**src/rtl/if_stage_pkg.sv**
```systemverilog
// Shared CPU pipeline definitions: bus widths and reset vector used by the
// fetch, decode and execute stages.
package if_stage_pkg;

   localparam logic [31:0] RESET_PC_DEFAULT = 32'h1c00_0000;
   localparam int          FS_TO_DS_BUS_WD  = 64;
   localparam int          BR_BUS_WD        = 33;

   typedef struct packed {
      logic        taken;
      logic [31:0] target;
   } br_bus_t;

   typedef struct packed {
      logic [31:0] pc;
      logic [31:0] inst;
   } fs_to_ds_t;

endpackage

```
**src/rtl/if_stage.sv**
```systemverilog
// Instruction fetch stage: PC register, one-entry stall buffer for the
// synchronous inst SRAM, and a redirect latch for branches seen during a stall.
module if_stage
   import if_stage_pkg::*;
#(
   parameter logic [31:0] RESET_PC = RESET_PC_DEFAULT
) (
   input  logic                       clk,
   input  logic                       reset,
   input  logic                       ds_allowin,
   input  logic [BR_BUS_WD-1:0]       br_bus,
   output logic                       fs_to_ds_valid,
   output logic [FS_TO_DS_BUS_WD-1:0] fs_to_ds_bus,
   output logic                       inst_sram_en,
   output logic                       inst_sram_we,
   output logic [31:0]                inst_sram_addr,
   output logic [31:0]                inst_sram_wdata,
   input  logic [31:0]                inst_sram_rdata
);

   br_bus_t     br;
   logic        fs_valid;
   logic [31:0] fs_pc;
   logic [31:0] fs_inst;
   logic        buf_valid;
   logic [31:0] inst_buf;
   logic        br_pend;
   logic [31:0] br_pend_target;
   logic        fs_allowin;
   logic        redirect;
   logic [31:0] nextpc;
   fs_to_ds_t   fs_out;

   assign br         = br_bus;
   assign redirect   = br.taken || br_pend;
   assign fs_allowin = !fs_valid || ds_allowin;

   always_comb begin
      nextpc = fs_pc + 32'd4;
      if (br_pend)
         nextpc = br_pend_target;
      else if (br.taken)
         nextpc = br.target;
   end

   assign inst_sram_en    = !reset && fs_allowin;
   assign inst_sram_we    = 1'b0;
   assign inst_sram_addr  = nextpc;
   assign inst_sram_wdata = 32'd0;

   // rdata is only valid the cycle after the fetch; the buffer covers longer stalls
   assign fs_inst        = buf_valid ? inst_buf : inst_sram_rdata;
   assign fs_out         = '{pc: fs_pc, inst: fs_inst};
   assign fs_to_ds_valid = fs_valid && !redirect;
   assign fs_to_ds_bus   = reset ? '0 : fs_out;

   always_ff @(posedge clk or posedge reset) begin
      if (reset) begin
         fs_valid       <= 1'b0;
         fs_pc          <= RESET_PC - 32'd4;
         buf_valid      <= 1'b0;
         inst_buf       <= '0;
         br_pend        <= 1'b0;
         br_pend_target <= '0;
      end else begin
         if (inst_sram_en) begin
            fs_valid <= 1'b1;
            fs_pc    <= nextpc;
         end

         if (fs_allowin || redirect)
            buf_valid <= 1'b0;
         else if (fs_valid && !ds_allowin && !buf_valid) begin
            buf_valid <= 1'b1;
            inst_buf  <= inst_sram_rdata;
         end

         // A branch arriving while a pending target is being fetched stays
         // pending so the newest redirect is the one that lands.
         if (br.taken && (!fs_allowin || br_pend)) begin
            br_pend        <= 1'b1;
            br_pend_target <= br.target;
         end else if (fs_allowin)
            br_pend <= 1'b0;
      end
   end

endmodule

```
**config.mk**
```make
export PLATFORM = sky130hd
export DESIGN_NAME = if_stage
export DESIGN_NICKNAME = d
export VERILOG_FILES = /design/src/rtl/if_stage_pkg.sv /design/src/rtl/if_stage.sv
export SDC_FILE = /design/constraint.sdc
export NUM_CORES = 1
export LEC_CHECK = 0
export ABC_AREA = 1
export BUFFER_PORTS_ARGS = -buffer_cell sky130_fd_sc_hd__buf_2
export CORE_ASPECT_RATIO = 1.5
export CORE_MARGIN = 2
export CORE_UTILIZATION = 56
export CTS_BUF_LIST = sky130_fd_sc_hd__clkbuf_4 sky130_fd_sc_hd__clkbuf_8 sky130_fd_sc_hd__clkbuf_16
export CTS_CLUSTER_DIAMETER = 120
export DETAILED_ROUTE_END_ITERATION = 12
export MAX_ROUTING_LAYER = met4
export PLACE_DENSITY = 0.95
export RECOVER_POWER = 100
export SYNTH_ARGS = -nofsm -noshare
export SYNTH_HDL_FRONTEND = slang
export SYNTH_SLANG_ARGS = --single-unit
```
**constraint.sdc**
```tcl
create_clock -name clk -period 13.3 [get_ports clk]
set_input_delay 1.33 -clock clk [delete_from_list [all_inputs] [get_ports clk]]
set_output_delay 1.33 -clock clk [all_outputs]
set_load 0.02 [all_outputs]
```
# Word level (Yosys, flattened, before mapping)
# Cells that the tools add are included.
classes:
  n_addsub: 1
  n_mux: 8
  n_bitwise: 1
  reduce_logical: 18
ops:
  columns: ["operator", "count"]
  rows:
  - ["32-bit two-way mux", 3]
  - ["64-bit two-way mux", 1]
  - ["32-bit by 3-bit adder with 32-bit output (second input constant)", 1]
  - ["1-bit logical NOT", 6]
  - ["1-bit logical AND", 5]
  - ["1-bit logical OR", 4]
  - ["1-bit two-way mux", 4]
  - ["2-bit nonzero test", 2]
  - ["2-bit AND reduction", 1]
  - ["1-bit inverter", 1]
word_totals:
  reg_bits: 99
  in_bits: 68
  out_inout_bits: 131
  elab_cells: 34

# Longest topological paths before layout
# Gate-level depths: netlist of run 1.
logic_depth:
  word_depth: 6
  mapped_depth: 12
  mapped_depth_nobuf: 12

# Worst setup path before layout of run 1
# OpenSTA, ideal clock, no wires.
synth_path:
  kind: "input port to output port"
  from: "in reset"
  to: "out fs_to_ds_bus[22]"
  arrival_time_ns: 5.404
  slack_ns: 6.566
  path_stages: 5
  n_path_buf: 2
  path_cell_list: "clkbuf_1 > inv_1 > clkbuf_1 > o21ai_0 > nor2_1"
synth_between:
  elab_chain_cells: 1
synth_rtl:
  columns: ["item", "line", "rtl"]
  rows:
  - ["start, declared", "if_stage.sv:9", "input logic reset,"]
  - ["64-bit two-way mux", "if_stage.sv:55", "assign fs_to_ds_bus = reset ? '0 : fs_out;"]
  - ["end, declared", "if_stage.sv:13", "output logic [FS_TO_DS_BUS_WD-1:0] fs_to_ds_bus,"]
# Every way passes these cells.

# Worst setup path after layout of run 1
layout_path:
  from: "in reset"
  to: "out fs_to_ds_bus[31]"
# Same word-level chain as after synthesis.

==> results of run 1 <==
==> registers in the layout (all words and copies together), names as in the netlist <==
name and count:
br_pend_target 32, fs_pc 32, inst_buf 32, br_pend 1
buf_valid 1, fs_valid 1
==> worst reg2reg max path, delay by kind of cell (launching register included) <==
family | cells | cell delay (ns)
DFF | 1 | 0.76
buffers and inverters | 1 | 1.02
AOI/OAI and AO/OA | 2 | 2.55
==> worst paths after layout <==
check / from / slack, ns / cells past startpoint / end
worst max-delay path: reset / 5.71 / 6 / fs_to_ds_bus[31]
min in group asynchronous: reset / 2.45 / 2 / br_pend_target[15]$_DFFE_PP0P_
worst min register to register: fs_valid$_DFFE_PP0P_ / 0.48 / 2 / fs_valid$_DFFE_PP0P_
worst min-delay path: fs_valid$_DFFE_PP0P_ / 0.48 / 2 / fs_valid$_DFFE_PP0P_
max in group asynchronous: reset / 9.13 / 3 / br_pend$_DFFE_PP0P_
worst max register to register: br_pend$_DFFE_PP0P_ / 8.80 / 3 / br_pend_target[27]$_DFFE_PP0P_
==> power breakdown <==
group | total, mW | switching (mW) | internal (mW)
sequential | 0.422 | 0.0510 | 0.371
combinational | 0.267 | 0.179 | 0.0884
clock | 0.253 | 0.122 | 0.131
total | 0.942 | 0.352 | 0.590
==> through the flow <==
step / utilization [%] / area [sq um] / instances
finish: 64.3 / 7040 / 1134
floorplan: - / 6330 / 876
CTS: 66.1 / 7230 / 1134
global placement: 63.5 / 6950 / 1118
global route: 64.3 / 7040 / 1134
detailed placement: 63.5 / 6950 / 1118
==> kinds of logic after synthesis <==
group,Yosys count,synth area share [%]
compound gates,127,10.7
xor+xnor,7,0.988
fa+ha+maj,1,0.201
buf+inv,141,11.2
flops,99,40.4
mux,43,8.28
other cells,1,0.0604
simple gates,425,28.2
==> final cells by class <==
cell class	count	area, sq um	share of cell area, %
multi-input combinational	636	3080	43.8
sequential	99	2510	35.7
timing repair buffer	169	724	10.3
inverter	67	253	3.59
clock buffer	10	233	3.31
tap	147	184	2.61
clock inverter	6	48.8	0.693
==> cell usage in the layout (no fill, tap or decap), types with 2 or more instances in the layout <==
master and count:
nand3_1 39, nand2_1 220, a21boi_0 4, o21ai_0 65, mux2_1 8, nand2_2 3
inv_6 2, mux2_2 35, clkinvlp_4 3, a21oi_1 55, buf_2 69, nor2_4 5
clkbuf_16 9, nor2_1 145, dfstp_2 26, clkinv_1 2, clkbuf_1 99, a21boi_1 2
conb_1 33, inv_1 63, xor2_1 7, nor2_2 7, dfrtp_1 72
==> routing by layer <==
metal / GRT usage (%) / part of all wire, % / vias up
met5: - / 0 / -
met4: 15.0 / 4.2 / 0
met3: 4.16 / 6.7 / 48
met2: 49.2 / 51 / 272
met1: 32.6 / 38 / 2801
li1: - / - / 2883
==> impl_results.md, run 1 <==
* Post-synthesis cell count at 844
* H-tree levels at 3
* Final net count at 1051
* Crit start category: input pin
* Mapped Area at 0.00621 sq mm
* Post-CTS Resized at 0
* Slew headroom at -93.5%
* Delay-heaviest family, CP: buffers and inverters
* Min Hold Slack at 0.483 ns
* Worst path bufs/invs at 4
* GRT Residual Overflow at 0
* Port buffer count at 165
* CP arrival at 6.26 ns
* DRC at 0
* Slew @ Worst Pin at 2.87 ns
* Final Max Slew Viols at 194
* Critical Path Fanout Max at 85
* Area contributors post-synth: dfrtp_1 29%, nand2_1 13%, dfstp_2 11%
* Dpl ws at 8.28 ns
* First-pass GRT wire length at 26900 microns
* Synth Warn # at 0
* Die span in y at 133 microns
* CP most frequent cell: clkbuf_1
* Vias/cell at 5.29
* Synth-to-layout area growth at 13.4%
* Share of post-route cells with drive strength above 1 at 17.0%
* Post-route ant nets at 0
* Post-DP HPWL at 11900 microns
* Final WL at 16600 microns
* Clock skew at 0.0100 ns
* Initial Util at 56.8%
* Count leader, synth: nand2_1
* Die footprint at 0.0120 sq mm
* Setup ws final at 5.71 ns
* MaxCap Viol Count at 5
* GRT Total Usage at 28.7%
* # Post-CTS Setup Buffers at 0
* Clock tree from TritonCTS: built
* Antenna violations before repair at 0
* Yosys reg bits at 99
* Core area at 0.0109 sq mm
* Yosys cell types at 34
* Post-synth ARST share at 100%
* Synth Area per Inst at 7.36 sq um
* Number of global-route vias before repair at 5745
* DIE WIDTH at 90.0 microns
* Clk root buf: clkbuf_16
* Via count at 6004
* CTS max path bufs at 2
* Top cells by count, synth: 219 x nand2_1, 146 x nor2_1, 73 x dfrtp_1
* CP endpoint kind: output port
* Routed length per instance at 14.7 microns
* Crit path time final at 7.59 ns
* Lkg Pwr at 3.35 nW
* Status: complete, but fails checks
* Slowest stage delay, CP at 2.20 ns
* Total power at 0.942 mW
* Worst min path class: flop to flop
* Fill cells at 1013
* Synth top area share at 29.4%
* Failing checks: capacitance limit, slew limit
* Pwr/cell area at 134 mW/mm^2
* CTS Hold Bufs at 0
* Crit-path cells: clkbuf_1, clkinvlp_2, buf_4, o21ai_0, a21oi_1, clkbuf_1
* TNS Setup at 0 ns
* 1st-pass router iterations at 5
* Crit share post-route at 57.1%
* F_max at 0.132 GHz
* RSZ-0062 raised after global routing: false
* Clock sinks at 99
* GP Congestion at 0.974
* # diodes at 0
* Initial detailed-routing violation count at 490
* Worst VDD drop at 0.0852 mV
* Final Setup Violations at 0
* Top FF cell, synth: dfrtp_1
* Critical path class: input pin to output port
* EDFF count, synth at 0
* Seq/Total Area, Yosys at 40.4%
* Worst endpoint required time at 11.97 ns
* Largest net degree at the start of global routing at 86
* Largest area contributor in the netlist: dfrtp_1
* I/O Pins at 199
* CTS buffer count at 9
* Final hold violation count at 0
* Std-Cell Rows at 47
* Clock-pin slew on the worst setup and hold paths at 0.07 ns
* CP max-delay cell: clkinvlp_2
* Worst-skew pair later-pin latency at 0.36 ns
Note: power is estimated with default switching activity, not from simulation.
==> inputs of run 2 (changes only) <==
--- a/config.mk
+++ b/config.mk
@@ -9,12 +9,12 @@
 export BUFFER_PORTS_ARGS = -buffer_cell sky130_fd_sc_hd__buf_2
 export CORE_ASPECT_RATIO = 1.5
 export CORE_MARGIN = 2
-export CORE_UTILIZATION = 56
+export CORE_UTILIZATION = 47
 export CTS_BUF_LIST = sky130_fd_sc_hd__clkbuf_4 sky130_fd_sc_hd__clkbuf_8 sky130_fd_sc_hd__clkbuf_16
 export CTS_CLUSTER_DIAMETER = 120
 export DETAILED_ROUTE_END_ITERATION = 12
 export MAX_ROUTING_LAYER = met4
-export PLACE_DENSITY = 0.95
+export PLACE_DENSITY = 0.88
 export RECOVER_POWER = 100
 export SYNTH_ARGS = -nofsm -noshare
 export SYNTH_HDL_FRONTEND = slang
==> constraint.sdc (replaced) <==
create_clock -name clk -period 6.3 [get_ports clk]
set_input_delay 0.63 -clock clk [delete_from_list [all_inputs] [get_ports clk]]
set_output_delay 0.63 -clock clk [all_outputs]
set_load 0.02 [all_outputs]
==> run 2 against run 1 <==
Compared with the run above:
- die area rose by 18%
- critical path depth fell by 2
- largest cell class unchanged
- the flow still finishes with violations (capacitance limit, slew limit)
- wire length rose by 1.5%
==> impl_results.md, run 2 (synthesized netlist as in run 1, its figures left out) <==
* Status: complete, but fails checks
* Failing checks: capacitance limit, slew limit
* GP Congestion at 0.943
* Worst endpoint required time at 5.67 ns
* CP most frequent cell: clkbuf_1
* Clk root buf: clkbuf_16
* Synth-to-layout area growth at 15.0%
* Worst VDD drop at 0.161 mV
* Crit-path cells: clkbuf_1, nor2_1, buf_4, clkbuf_1
* Slew headroom at -34.0%
* CP max-delay cell: nor2_1
* Hold depth at 2
* Clock tree from TritonCTS: built
* Number of global-route vias before repair at 5579
* Post-route insts no fill at 1147
* Share of post-route cells with drive strength above 1 at 17.3%
* Largest regs: br_pend_target (32), fs_pc (32), inst_buf (32)
* Dpl cells at 1131
* Antenna violations before repair at 0
* Initial Util at 47.9%
* Slowest stage delay, CP at 1.68 ns
* Final hold violation count at 0
* Initial detailed-routing violation count at 393
* Multi-input logic area at 0.00309 sq mm
* Core area at 0.0130 sq mm
* Critical path class: input pin to output port
* DRC at 0
* Most frequent cells in the layout: 220 x nand2_1, 146 x nor2_1, 97 x clkbuf_1, 73 x dfrtp_1, 70 x buf_2
* Final Setup Violations at 0
* Worst-skew pair later-pin latency at 0.35 ns
* Setup ws final at 1.91 ns
* Final WL at 16900 microns
* # diodes at 0
* Port buffer count at 165
* Final Max Slew Viols at 163
* CP endpoint kind: output port
* Lkg Pwr at 3.41 nW
* CTS buffer count at 9
* Clock skew at 0.00993 ns
* Die footprint at 0.0142 sq mm
* Dpl ws at 3.17 ns
* Die span in y at 145 microns
* 1st-pass router iterations at 5
* Crit share post-route at 69.6%
* Total power at 2.09 mW
* Crit path time final at 4.39 ns
* Worst min path class: flop to flop
* Min Hold Slack at 0.469 ns
* CTS Hold Bufs at 0
* Slew @ Worst Pin at 2.01 ns
* Commonest non-fill, non-tap cell in the layout: nand2_1
* R2r worst-path depth at 3
* GRT Residual Overflow at 0
* H-tree levels at 3
* Post-DP HPWL at 12200 microns
* DIE WIDTH at 97.8 microns
* Final net count at 1052
* Fill cells at 1282
* Via count at 5836
* RSZ-0062 raised after global routing: false
* Clock sinks at 99
* Clock-pin slew on the worst setup and hold paths at 0.07 ns
* MaxCap Viol Count at 4
* GRT Total Usage at 24.2%
* Pwr/cell area at 293 mW/mm^2
* Critical Path Fanout Max at 35
* F_max at 0.228 GHz
* Std-Cell Rows at 51
* I/O Pins at 199
* CTS max path bufs at 2
* First-pass GRT wire length at 26600 microns
* Vias/cell at 5.09
* Post-route ant nets at 0
* CP arrival at 3.76 ns
* Crit start category: input pin
* Routed length per instance at 14.7 microns
* Storage cell area at 0.00251 sq mm
* Largest net degree at the start of global routing at 95
* # Post-CTS Setup Buffers at 0
* Post-CTS Resized at 0
* TNS Setup at 0 ns
## run 2: cell count changes in the layout (fill, tap and decap cells not counted), sizes merged
cell | before | now
buf | 70 | 73
bufinv | 0 | 2
clkinvlp | 4 | 0
## run 2: per-stage QoR
stage / instance area (sq um) / util, %
4_1_cts: 7310 / 56.5
3_3_place_gp: 6970 / 53.8
5_1_grt: 7140 / 55.1
3_5_place_dp: 6970 / 53.8
2_1_floorplan: 6330 / -
6_report: 7140 / 55.1
## run 2: metal layers
| metal | vias up | routed length, microns | GRT usage [%] |
|---|---|---|---|
| met4 | 0 | 659 | 11.5 |
| met3 | 45 | 1020 | 4.18 |
| met1 | 2682 | 6630 | 27.5 |
| li1 | 2879 | - | - |
| met5 | - | 0 | - |
| met2 | 230 | 8560 | 41.4 |
## run 2: critical path, delay by kind of cell
| kind | cells | cell delay (ns) |
|---|---|---|
| buf+inv | 3 | 1.43 |
| simple gates | 1 | 1.68 |
## run 2: layout make-up
type                            instances  share of cell area, %
Timing Repair Buffer                  170                   10.3
Inverter                               67                   3.56
Sequential cell                        99                   35.2
Clock buffer                           12                   3.73
Clock inverter                          4                   1.12
Tap cell                              159                   2.79
Multi-Input combinational cell        636                   43.3
## run 2: where the power goes
| group | switching, mW | internal [mW] |
|---|---|---|
| sequential | 0.103 | 0.783 |
| clock | 0.251 | 0.384 |
| combinational | 0.377 | 0.189 |
| total | 0.732 | 1.36 |
## run 2: final timing paths
check                      slack (ns)                             to            startpoint
max                              1.91                   inst_sram_en                 reset
min                              0.47           fs_valid$_DFFE_PP0P_  fs_valid$_DFFE_PP0P_
max reg2reg                      2.79  br_pend_target[8]$_DFFE_PP0P_   br_pend$_DFFE_PP0P_
min reg2reg                      0.47           fs_valid$_DFFE_PP0P_  fs_valid$_DFFE_PP0P_
max in group asynchronous        2.38          fs_pc[26]$_DFFE_PP0P_                 reset
min in group asynchronous        1.52       inst_buf[18]$_DFFE_PP0P_                 reset
